File: src/rtl/cdb_arbiter_if.sv
// Handshake and broadcast bundle between the two CDB producers (EX, SLB),
// the arbiter, and the reorder-buffer completion port.
interface cdb_arbiter_if #(
  parameter int NICK_W = 5,
  parameter int DATA_W = 32,
  parameter int ADDR_W = 32
);
  logic              ex_valid;
  logic              ex_ready;
  logic [NICK_W-1:0] ex_nick;
  logic [DATA_W-1:0] ex_dt;
  logic              ex_ac;
  logic [ADDR_W-1:0] ex_j_pc;

  logic              slb_valid;
  logic              slb_ready;
  logic [NICK_W-1:0] slb_nick;
  logic [DATA_W-1:0] slb_dt;

  logic              cdb_valid;
  logic              cdb_src;
  logic [NICK_W-1:0] cdb_nick;
  logic [DATA_W-1:0] cdb_dt;
  logic              cdb_ac;
  logic [ADDR_W-1:0] cdb_j_pc;

  // Producer/consumer side: offers results and observes the broadcast.
  modport master (
    output ex_valid, ex_nick, ex_dt, ex_ac, ex_j_pc,
    output slb_valid, slb_nick, slb_dt,
    input  ex_ready, slb_ready,
    input  cdb_valid, cdb_src, cdb_nick, cdb_dt, cdb_ac, cdb_j_pc
  );

  // Arbiter side.
  modport slave (
    input  ex_valid, ex_nick, ex_dt, ex_ac, ex_j_pc,
    input  slb_valid, slb_nick, slb_dt,
    output ex_ready, slb_ready,
    output cdb_valid, cdb_src, cdb_nick, cdb_dt, cdb_ac, cdb_j_pc
  );
endinterface

File: src/rtl/cdb_arbiter.sv
// Common-data-bus arbiter: buffers EX and SLB results in small FIFOs and
// broadcasts one per cycle to the ROB with round-robin fairness.
module cdb_arbiter #(
  parameter int NICK_W = 5,
  parameter int DATA_W = 32,
  parameter int ADDR_W = 32,
  parameter int DEPTH  = 2
) (
  input  logic         clk,
  input  logic         rst,
  input  logic         rdy,
  input  logic         clr,
  cdb_arbiter_if.slave bus
);

  localparam int PTR_W = (DEPTH > 1) ? $clog2(DEPTH) : 1;
  localparam int CNT_W = PTR_W + 1;

  typedef struct packed {
    logic [NICK_W-1:0] nick;
    logic [DATA_W-1:0] dt;
    logic              ac;
    logic [ADDR_W-1:0] j_pc;
  } ex_ent_t;

  typedef struct packed {
    logic [NICK_W-1:0] nick;
    logic [DATA_W-1:0] dt;
  } slb_ent_t;

  // FIFO storage (data only, never reset)
  ex_ent_t  ex_mem_q  [DEPTH];
  ex_ent_t  ex_mem_d  [DEPTH];
  slb_ent_t slb_mem_q [DEPTH];
  slb_ent_t slb_mem_d [DEPTH];

  logic [PTR_W-1:0] ex_wptr_q, ex_wptr_d, ex_rptr_q, ex_rptr_d;
  logic [PTR_W-1:0] slb_wptr_q, slb_wptr_d, slb_rptr_q, slb_rptr_d;
  logic [CNT_W-1:0] ex_cnt_q, ex_cnt_d, slb_cnt_q, slb_cnt_d;
  logic             rr_q, rr_d;

  logic              cdb_valid_q, cdb_valid_d;
  logic              cdb_src_q, cdb_src_d;
  logic [NICK_W-1:0] cdb_nick_q, cdb_nick_d;
  logic [DATA_W-1:0] cdb_dt_q, cdb_dt_d;
  logic              cdb_ac_q, cdb_ac_d;
  logic [ADDR_W-1:0] cdb_j_pc_q, cdb_j_pc_d;

  logic    ex_ready, slb_ready;
  logic    ex_push, slb_push;
  logic    ex_has, slb_has;
  logic    run;
  logic    grant_ex, grant_slb;
  ex_ent_t  ex_in, ex_head;
  slb_ent_t slb_in, slb_head;

  // Readiness looks only at the registered count: a full FIFO refuses even
  // in a cycle where it is about to pop.
  always_comb begin
    ex_ready  = rdy & ~rst & (ex_cnt_q  < CNT_W'(DEPTH));
    slb_ready = rdy & ~rst & (slb_cnt_q < CNT_W'(DEPTH));
  end

  assign bus.ex_ready  = ex_ready;
  assign bus.slb_ready = slb_ready;
  assign bus.cdb_valid = cdb_valid_q;
  assign bus.cdb_src   = cdb_src_q;
  assign bus.cdb_nick  = cdb_nick_q;
  assign bus.cdb_dt    = cdb_dt_q;
  assign bus.cdb_ac    = cdb_ac_q;
  assign bus.cdb_j_pc  = cdb_j_pc_q;

  always_comb begin
    ex_in.nick  = bus.ex_nick;
    ex_in.dt    = bus.ex_dt;
    ex_in.ac    = bus.ex_ac;
    ex_in.j_pc  = bus.ex_j_pc;
    slb_in.nick = bus.slb_nick;
    slb_in.dt   = bus.slb_dt;
    ex_head     = ex_mem_q[ex_rptr_q];
    slb_head    = slb_mem_q[slb_rptr_q];
  end

  // Tag 0 means "no tag": such an offer completes the handshake but is not stored.
  always_comb begin
    ex_push   = bus.ex_valid  & ex_ready  & ~clr & (bus.ex_nick  != '0);
    slb_push  = bus.slb_valid & slb_ready & ~clr & (bus.slb_nick != '0);
    ex_has    = (ex_cnt_q  != '0);
    slb_has   = (slb_cnt_q != '0);
    run       = rdy & ~clr;
    grant_ex  = run & ex_has  & (~slb_has | ~rr_q);
    grant_slb = run & slb_has & (~ex_has  |  rr_q);
  end

  // ---- FIFO pointer / count update ----
  always_comb begin
    ex_mem_d   = ex_mem_q;
    slb_mem_d  = slb_mem_q;
    ex_wptr_d  = ex_wptr_q;
    ex_rptr_d  = ex_rptr_q;
    slb_wptr_d = slb_wptr_q;
    slb_rptr_d = slb_rptr_q;

    if (ex_push) begin
      ex_mem_d[ex_wptr_q] = ex_in;
      ex_wptr_d           = ex_wptr_q + PTR_W'(1);
    end
    if (grant_ex) begin
      ex_rptr_d = ex_rptr_q + PTR_W'(1);
    end
    if (slb_push) begin
      slb_mem_d[slb_wptr_q] = slb_in;
      slb_wptr_d            = slb_wptr_q + PTR_W'(1);
    end
    if (grant_slb) begin
      slb_rptr_d = slb_rptr_q + PTR_W'(1);
    end

    ex_cnt_d  = ex_cnt_q  + CNT_W'(ex_push)  - CNT_W'(grant_ex);
    slb_cnt_d = slb_cnt_q + CNT_W'(slb_push) - CNT_W'(grant_slb);

    if (clr) begin
      ex_wptr_d  = '0;
      ex_rptr_d  = '0;
      slb_wptr_d = '0;
      slb_rptr_d = '0;
      ex_cnt_d   = '0;
      slb_cnt_d  = '0;
    end
  end

  // ---- Arbitration / broadcast register ----
  always_comb begin
    rr_d        = rr_q;
    cdb_valid_d = 1'b0;
    cdb_src_d   = cdb_src_q;
    cdb_nick_d  = cdb_nick_q;
    cdb_dt_d    = cdb_dt_q;
    cdb_ac_d    = cdb_ac_q;
    cdb_j_pc_d  = cdb_j_pc_q;

    if (grant_ex) begin
      rr_d        = 1'b1;
      cdb_valid_d = 1'b1;
      cdb_src_d   = 1'b0;
      cdb_nick_d  = ex_head.nick;
      cdb_dt_d    = ex_head.dt;
      cdb_ac_d    = ex_head.ac;
      cdb_j_pc_d  = ex_head.j_pc;
    end else if (grant_slb) begin
      rr_d        = 1'b0;
      cdb_valid_d = 1'b1;
      cdb_src_d   = 1'b1;
      cdb_nick_d  = slb_head.nick;
      cdb_dt_d    = slb_head.dt;
      cdb_ac_d    = 1'b0;
      cdb_j_pc_d  = '0;
    end

    // A flush looks exactly like reset to the ROB side.
    if (clr) begin
      rr_d        = 1'b0;
      cdb_valid_d = 1'b0;
      cdb_src_d   = 1'b0;
      cdb_nick_d  = '0;
      cdb_dt_d    = '0;
      cdb_ac_d    = 1'b0;
      cdb_j_pc_d  = '0;
    end
  end

  always_ff @(posedge clk) begin
    if (rst) begin
      ex_wptr_q   <= '0;
      ex_rptr_q   <= '0;
      slb_wptr_q  <= '0;
      slb_rptr_q  <= '0;
      ex_cnt_q    <= '0;
      slb_cnt_q   <= '0;
      rr_q        <= 1'b0;
      cdb_valid_q <= 1'b0;
      cdb_src_q   <= 1'b0;
      cdb_nick_q  <= '0;
      cdb_dt_q    <= '0;
      cdb_ac_q    <= 1'b0;
      cdb_j_pc_q  <= '0;
    end else begin
      ex_wptr_q   <= ex_wptr_d;
      ex_rptr_q   <= ex_rptr_d;
      slb_wptr_q  <= slb_wptr_d;
      slb_rptr_q  <= slb_rptr_d;
      ex_cnt_q    <= ex_cnt_d;
      slb_cnt_q   <= slb_cnt_d;
      rr_q        <= rr_d;
      cdb_valid_q <= cdb_valid_d;
      cdb_src_q   <= cdb_src_d;
      cdb_nick_q  <= cdb_nick_d;
      cdb_dt_q    <= cdb_dt_d;
      cdb_ac_q    <= cdb_ac_d;
      cdb_j_pc_q  <= cdb_j_pc_d;
    end
  end

  always_ff @(posedge clk) begin
    ex_mem_q  <= ex_mem_d;
    slb_mem_q <= slb_mem_d;
  end

endmodule
File: src/flat_wrapper.sv
// flat-port wrapper written by rule: the top's interface ports become plain ports
module cdb_arbiter_flat 
#(
  parameter int NICK_W = 5,
  parameter int DATA_W = 32,
  parameter int ADDR_W = 32,
  parameter int DEPTH  = 2
)
  (clk, rst, rdy, clr, bus_ex_valid, bus_ex_nick, bus_ex_dt, bus_ex_ac, bus_ex_j_pc, bus_slb_valid, bus_slb_nick, bus_slb_dt, bus_ex_ready, bus_slb_ready, bus_cdb_valid, bus_cdb_src, bus_cdb_nick, bus_cdb_dt, bus_cdb_ac, bus_cdb_j_pc);
  cdb_arbiter_if #(.NICK_W(NICK_W), .DATA_W(DATA_W), .ADDR_W(ADDR_W)) bus_i ();
  input  logic clk;
  input  logic rst;
  input  logic rdy;
  input  logic clr;
  input wire logic [$bits(bus_i.ex_valid)-1:0] bus_ex_valid;
  input wire logic [$bits(bus_i.ex_nick)-1:0] bus_ex_nick;
  input wire logic [$bits(bus_i.ex_dt)-1:0] bus_ex_dt;
  input wire logic [$bits(bus_i.ex_ac)-1:0] bus_ex_ac;
  input wire logic [$bits(bus_i.ex_j_pc)-1:0] bus_ex_j_pc;
  input wire logic [$bits(bus_i.slb_valid)-1:0] bus_slb_valid;
  input wire logic [$bits(bus_i.slb_nick)-1:0] bus_slb_nick;
  input wire logic [$bits(bus_i.slb_dt)-1:0] bus_slb_dt;
  output wire logic [$bits(bus_i.ex_ready)-1:0] bus_ex_ready;
  output wire logic [$bits(bus_i.slb_ready)-1:0] bus_slb_ready;
  output wire logic [$bits(bus_i.cdb_valid)-1:0] bus_cdb_valid;
  output wire logic [$bits(bus_i.cdb_src)-1:0] bus_cdb_src;
  output wire logic [$bits(bus_i.cdb_nick)-1:0] bus_cdb_nick;
  output wire logic [$bits(bus_i.cdb_dt)-1:0] bus_cdb_dt;
  output wire logic [$bits(bus_i.cdb_ac)-1:0] bus_cdb_ac;
  output wire logic [$bits(bus_i.cdb_j_pc)-1:0] bus_cdb_j_pc;
  assign bus_i.ex_valid = bus_ex_valid;
  assign bus_i.ex_nick = bus_ex_nick;
  assign bus_i.ex_dt = bus_ex_dt;
  assign bus_i.ex_ac = bus_ex_ac;
  assign bus_i.ex_j_pc = bus_ex_j_pc;
  assign bus_i.slb_valid = bus_slb_valid;
  assign bus_i.slb_nick = bus_slb_nick;
  assign bus_i.slb_dt = bus_slb_dt;
  assign bus_ex_ready = bus_i.ex_ready;
  assign bus_slb_ready = bus_i.slb_ready;
  assign bus_cdb_valid = bus_i.cdb_valid;
  assign bus_cdb_src = bus_i.cdb_src;
  assign bus_cdb_nick = bus_i.cdb_nick;
  assign bus_cdb_dt = bus_i.cdb_dt;
  assign bus_cdb_ac = bus_i.cdb_ac;
  assign bus_cdb_j_pc = bus_i.cdb_j_pc;
  cdb_arbiter #(.NICK_W(NICK_W), .DATA_W(DATA_W), .ADDR_W(ADDR_W), .DEPTH(DEPTH)) u_core (.clk(clk), .rst(rst), .rdy(rdy), .clr(clr), .bus(bus_i));
endmodule
File: config.mk
export PLATFORM = sky130hd
export DESIGN_NAME = cdb_arbiter_flat
export DESIGN_NICKNAME = d
export VERILOG_FILES = /design/src/rtl/cdb_arbiter_if.sv /design/src/rtl/cdb_arbiter.sv /design/src/flat_wrapper.sv
export SDC_FILE = /design/constraint.sdc
export NUM_CORES = 1
export LEC_CHECK = 0
export BUFFER_PORTS_ARGS = -buffer_cell sky130_fd_sc_hd__buf_2
export CAP_MARGIN = 25
export CORE_ASPECT_RATIO = 2
export CORE_MARGIN = 1
export CORE_UTILIZATION = 30
export DETAILED_ROUTE_END_ITERATION = 12
export PLACE_DENSITY_LB_ADDON = 0.2
export SLEW_MARGIN = 10
export SYNTH_ARGS = -nofsm -noshare
export SYNTH_HDL_FRONTEND = slang
export SYNTH_SLANG_ARGS = --single-unit
File: constraint.sdc
create_clock -name clk -period 9.5 [get_ports clk]
set_input_delay 0 -clock clk [delete_from_list [all_inputs] [get_ports clk]]
set_output_delay 0 -clock clk [all_outputs]
set_load 0.005 [all_outputs]
# After elaboration in Yosys (flattened, before gate mapping)

Cells that the tools add are included.

Add/sub/neg operators: 8
Bitwise operators: 25
$lt $le $gt $ge: 8
Reduce and logical (&&, ||, !) cells: 9
Multiplexer cells: 23

Operators with widths:

| cell                                                        | number |
|---|---|
| 2-to-1 mux 70 bit                                           | 4 |
| 2-to-1 mux 37 bit                                           | 4 |
| bitwise mux 140 bit                                         | 1 |
| 2-to-1 mux 32 bit                                           | 4 |
| bitwise mux 74 bit                                          | 1 |
| demux 70 bit (select 1 bit)                                 | 1 |
| demux 37 bit (select 1 bit)                                 | 1 |
| bitwise AND 1 bit                                           | 14 |
| 2-to-1 mux 5 bit                                            | 2 |
| nonzero test 5 bit                                          | 2 |
| greater-or-equal comparator 2 bit (second input constant)   | 4 |
| inverter 1 -> 2 bit                                         | 4 |
| nonzero test 2 bit                                          | 3 |
| 2-to-1 mux 1 bit                                            | 5 |
| inverter 1 bit                                              | 5 |
| adder 1 bit (second input constant)                         | 4 |
| adder 2 x 1 -> 2 bit                                        | 2 |
| less-than comparator 2 x 1 -> 1 bit (second input constant) | 2 |
| less-than comparator 2 bit (second input constant)          | 2 |
| subtractor 2 x 1 -> 2 bit                                   | 2 |
| OR reduction 3 bit                                          | 1 |
| logical AND 1 bit                                           | 2 |
| bitwise OR 1 bit                                            | 2 |
| OR reduction 2 bit                                          | 1 |

Input bits: 113
Word-level logic and storage cells: 98
Flip-flop bits (word level): 295
Output and inout bits: 74

# Depth between registers and ports, before layout

Depth after elaboration: 8
Gate-level depth with buffers: 8
Mapped depth without buffers: 8

# Worst setup path after synthesis

No wires, ideal clock.

Path kind: register to register
Start point: register u_core.ex_cnt_q[1]
End point: register u_core.ex_mem_q[100] (netlist bit) (enable)
Stages on the path, launching flop included: 4
Data required time: 8.993 ns
Period minus slack after synthesis: 4.561 ns
Data arrival time: 4.054 ns
Library setup time: 0.507 ns
Buffers on the path: 0
Path slack: 4.939 ns
Cell sequence: dfxtp_1 > nor3b_1 > o2111a_1 > nor2b_1

Longest elaborated chain between the ends: 5

RTL lines:

| element                         | RTL line           | RTL |
|---|---|---|
| start: declaration              | cdb_arbiter.sv:39  | `logic [CNT_W-1:0] ex_cnt_q, ex_cnt_d, slb_cnt_q, slb_cnt_d;` |
| start signal: assignment        | cdb_arbiter.sv:192 | `ex_cnt_q <= ex_cnt_d;` |
| less-than comparator 2 bit      | cdb_arbiter.sv:60  | `ex_ready = rdy & ~rst & (ex_cnt_q < CNT_W'(DEPTH));` |
| bitwise AND 1 bit               | cdb_arbiter.sv:60  |  |
| via bus_ex_ready                | flat_wrapper.sv:23 | `output wire logic [$bits(bus_i.ex_ready)-1:0] bus_ex_ready;` |
| bitwise AND 1 bit (3 in series) | cdb_arbiter.sv:86  | `ex_push = bus.ex_valid & ex_ready & ~clr & (bus.ex_nick != '0);` |
| end signal: assignment          | cdb_arbiter.sv:205 | `ex_mem_q <= ex_mem_d;` |
| end: declaration                | cdb_arbiter.sv:32  | `ex_ent_t ex_mem_q [DEPTH];` |

The timed path passes the listed nets, and every way through them passes these cells.
A chain may end at the register's enable or synchronous reset.

# Final worst setup path

Start point: register u_core.ex_cnt_q[1]
End point: register u_core.ex_mem_q[132] (netlist bit) (enable)

Longest elaborated chain between the ends: 5

RTL lines:

| element                         | RTL line |
|---|---|
| less-than comparator 2 bit      | cdb_arbiter.sv:60 |
| bitwise AND 1 bit               | cdb_arbiter.sv:60 |
| bitwise AND 1 bit (3 in series) | cdb_arbiter.sv:86 |

Every way passes these cells.

==> metrics <==
Yosys cell types 35; skew final 7.60 ps; fin crit period 2820 ps; initial antenna violation count 0; ANT nets after route 0; final net count 1085; Main synth FF type edfxtp_1; clk_lat worst skew 540 ps; CP Launch Type flip-flop; Simple-Gate Fraction of Synth Area 5.21%; Pre-antenna DRT Iters 4; GRT Util Overall 14.6%; CTS root buffer clkbuf_16; Num CTS Buffers 27; register area share after synthesis 74.9%; top-area cell type share of the netlist area 59.8%; pin count of the biggest net entering global routing 44; drt initial violations 243; Net Count, Synth 783; worst-margin pin slew 861 ps; Hold Vio Cnt, Final 0; Mapped Area 10700 sq um; setup_tns 0 ps; ant diodes 0; Avg WL per Cell 18.3 um; Gate Count Post-Synth 667; Clk pwr share 44.4%; DIE AREA 36600 sq um; H-Tree Depth 1; fraction of the mapped netlist area in adder cells 0.350%; share of cells above drive strength 1 29.4%; crit path kind flip-flop to flip-flop; main area contributors after synthesis edfxtp_1 60%, dfxtp_1 15%, mux2i_1 6.5%, mux2_2 3.9%, a32o_1 3.3%; Combinational Power Share 3.8%; number of max-cap violations 0; Syn. warnings 0; status finished, final reports clean; largest family of logic cells by synthesized area multiplexers; final worst slack 6680 ps; final slew viol count 0; clock sinks 295; I/O pin count 187; Port Buf Inserts 186; DRT Wirelength 26300 um; residual DRC count 0; final instance area 14300 sq um; hpwl dp 16700 um; Post-synth EDFFs 214; Pleak 5.15 nW; row cnt 97; Core Area 35100 sq um; Place WS 6560 ps; P_int 0.00216 W; vias in the first global route 7083; VDD IR max 0.182 mV; Fillers 3229; XOR/XNOR share of the synthesized area 0.653%; Seq pwr share 51.9%; complex-gate fraction of the synthesized area 6.48%; CTS tree done; async set-reset flop share out of synthesis 0%; Initial Utilization 30.6%; die height 270 um; via count 6501; Max Freq 355 MHz; Syn-to-layout area delta 33.6%; worst r2r path cells 4; maximum clock path buffer count 3; hold_ws 69.6 ps; Seq cells post-synth 295; Slew HR 42.5%; Period Utilization, post-route 29.6%; switching power share of the total 19.3%; hold depth 5; Routability Congestion 0.727; Die Span X 136 um; Crit path required time 9670 ps; synth cell count leaders 214 x edfxtp_1, 81 x dfxtp_1, 70 x mux2i_1, 70 x nand2_1, 47 x nor2_1; grt total ovfl 0; Syn Area/Cell 16.1 sq um; most common cell in the netlist edfxtp_1; post-synthesis mux area share 10.4%; Psw 0.000519 W; Worst Hold Class input port to flip-flop; Reg clk slew, reported paths 60 ps; placed cell areas 12200 sq um; Worst Path Max Fanout 43; P per Cell Area 187 nW/um^2; first-pass GRT wire length 40000 um; via/cell ratio 4.53; RSZ-0062 raised after global routing false; Crit path arrival time 2980 ps; total setup buffers inserted after CTS 0; post-synth top area cell edfxtp_1; count of final setup violators 0; CP endpoint kind flip-flop
## critical path, cell delays in order (launching register included)
cell and delay (ps):
dfxtp_1 350, nor3b_1 280, o2111a_1 340, nor2b_4 750, buf_4 690
## cell families after synthesis
kind of cell | after synthesis
flip-flops | 295
AND/OR/NAND/NOR | 134
XOR/XNOR | 8
multiplexers | 107
adder cells (fa/ha/maj) | 3
AO/OA/AOI/OAI | 77
buffers and inverters | 43
## what timing repair did
action                    in CTS  in global routing
hold endpoints to repair     222                  0
hold buffers                 113                  0
resized for setup              0                  0
## final timing paths
| kind | start | end | slack [ps] |
|---|---|---|---|
| hold reg to reg | u_core.bus.cdb_dt[12] | u_core.bus.cdb_dt[12] | 460 |
| setup reg to reg | u_core.ex_cnt_q[1] | u_core.ex_mem_q[132] | 6680 |
| hold / removal | clr | u_core.ex_wptr_q | 70 |
| setup / recovery | u_core.ex_cnt_q[1] | u_core.ex_mem_q[132] | 6680 |
## cells in the final DEF (no fill, tap or decap), drive strengths merged
| cell | n |
|---|---|
| o21a | 1 |
| clkinv | 10 |
| o211a | 1 |
| mux2i | 70 |
| a311oi | 1 |
| mux2 | 37 |
| nand2b | 1 |
| nor3 | 2 |
| and2 | 2 |
| inv | 6 |
| o2111a | 2 |
| bufinv | 7 |
| dfxtp | 81 |
| a222oi | 2 |
| nand2 | 70 |
| nor2b | 4 |
| clkbuf | 29 |
| o31ai | 2 |
| xor2 | 2 |
| buf | 198 |
| or4 | 2 |
| xnor2 | 6 |
| clkinvlp | 2 |
| edfxtp | 214 |
| dlygate4sd3 | 113 |
| or3 | 1 |
| or2 | 2 |
| a32o | 35 |
| a22oi | 33 |
| nor2 | 48 |
| nor3b | 2 |
| ha | 3 |
## metrics by stage
stage / util, % / power [W] / std cells
floorplan: - / 0.00144 / 667
global placement: 34.6 / 0.00148 / 1268
detailed placement: 34.7 / 0.00148 / 1270
CTS: 40.7 / 0.00272 / 1432
global route: 40.9 / 0.00277 / 1434
finish: 40.9 / 0.00268 / 1434
## routing by layer
metal / GRT usage [%] / wire length (um) / up-vias / part of all wire [%]
met5: 0 / 0 / - / 0
met4: 5.29 / 749 / 0 / 2.9
met3: 2.31 / 1130 / 33 / 4.3
met2: 29.2 / 15000 / 139 / 57
met1: 14.5 / 9380 / 3193 / 36
li1: - / - / 3136 / -
## final cells by class
| type | instances | area, sq um | share of cell area, % |
|---|---|---|---|
| Multi-Input combinational cell | 329 | 2510 | 17.5 |
| Clock inverter | 20 | 283 | 1.97 |
| Tap cell | 445 | 557 | 3.88 |
| Inverter | 5 | 18.8 | 0.131 |
| Timing Repair Buffer | 311 | 2220 | 15.5 |
| Sequential cell | 295 | 8050 | 56.2 |
| Clock buffer | 29 | 693 | 4.83 |
## flip-flops by register name (all words and copies together), names as in the netlist
register and cells:
u_core.ex_mem_q 140, u_core.ex_wptr_q 1, u_core.slb_rptr_q 1, u_core.bus.cdb_src 1, u_core.slb_mem_q 74, u_core.bus.cdb_nick 5
u_core.bus.cdb_j_pc 32, u_core.slb_wptr_q 1, u_core.bus.cdb_valid 1, u_core.bus.cdb_dt 32, u_core.rr_q 1, u_core.bus.cdb_ac 1
u_core.ex_rptr_q 1, u_core.ex_cnt_q 2, u_core.slb_cnt_q 2
## power groups by stage
| stage | registers [W] | clock network, W | logic (W) |
|---|---|---|---|
| finish | 0.00139 | 0.00119 | 0.000101 |
| global route | 0.00139 | 0.00127 | 0.000110 |
| CTS | 0.00139 | 0.00123 | 0.000101 |
| detailed placement | 0.00142 | 0 | 0.0000634 |
| global placement | 0.00142 | 0 | 0.0000619 |
| floorplan | 0.00142 | 0 | 0.0000226 |
Power figures use the tool's default switching activity.
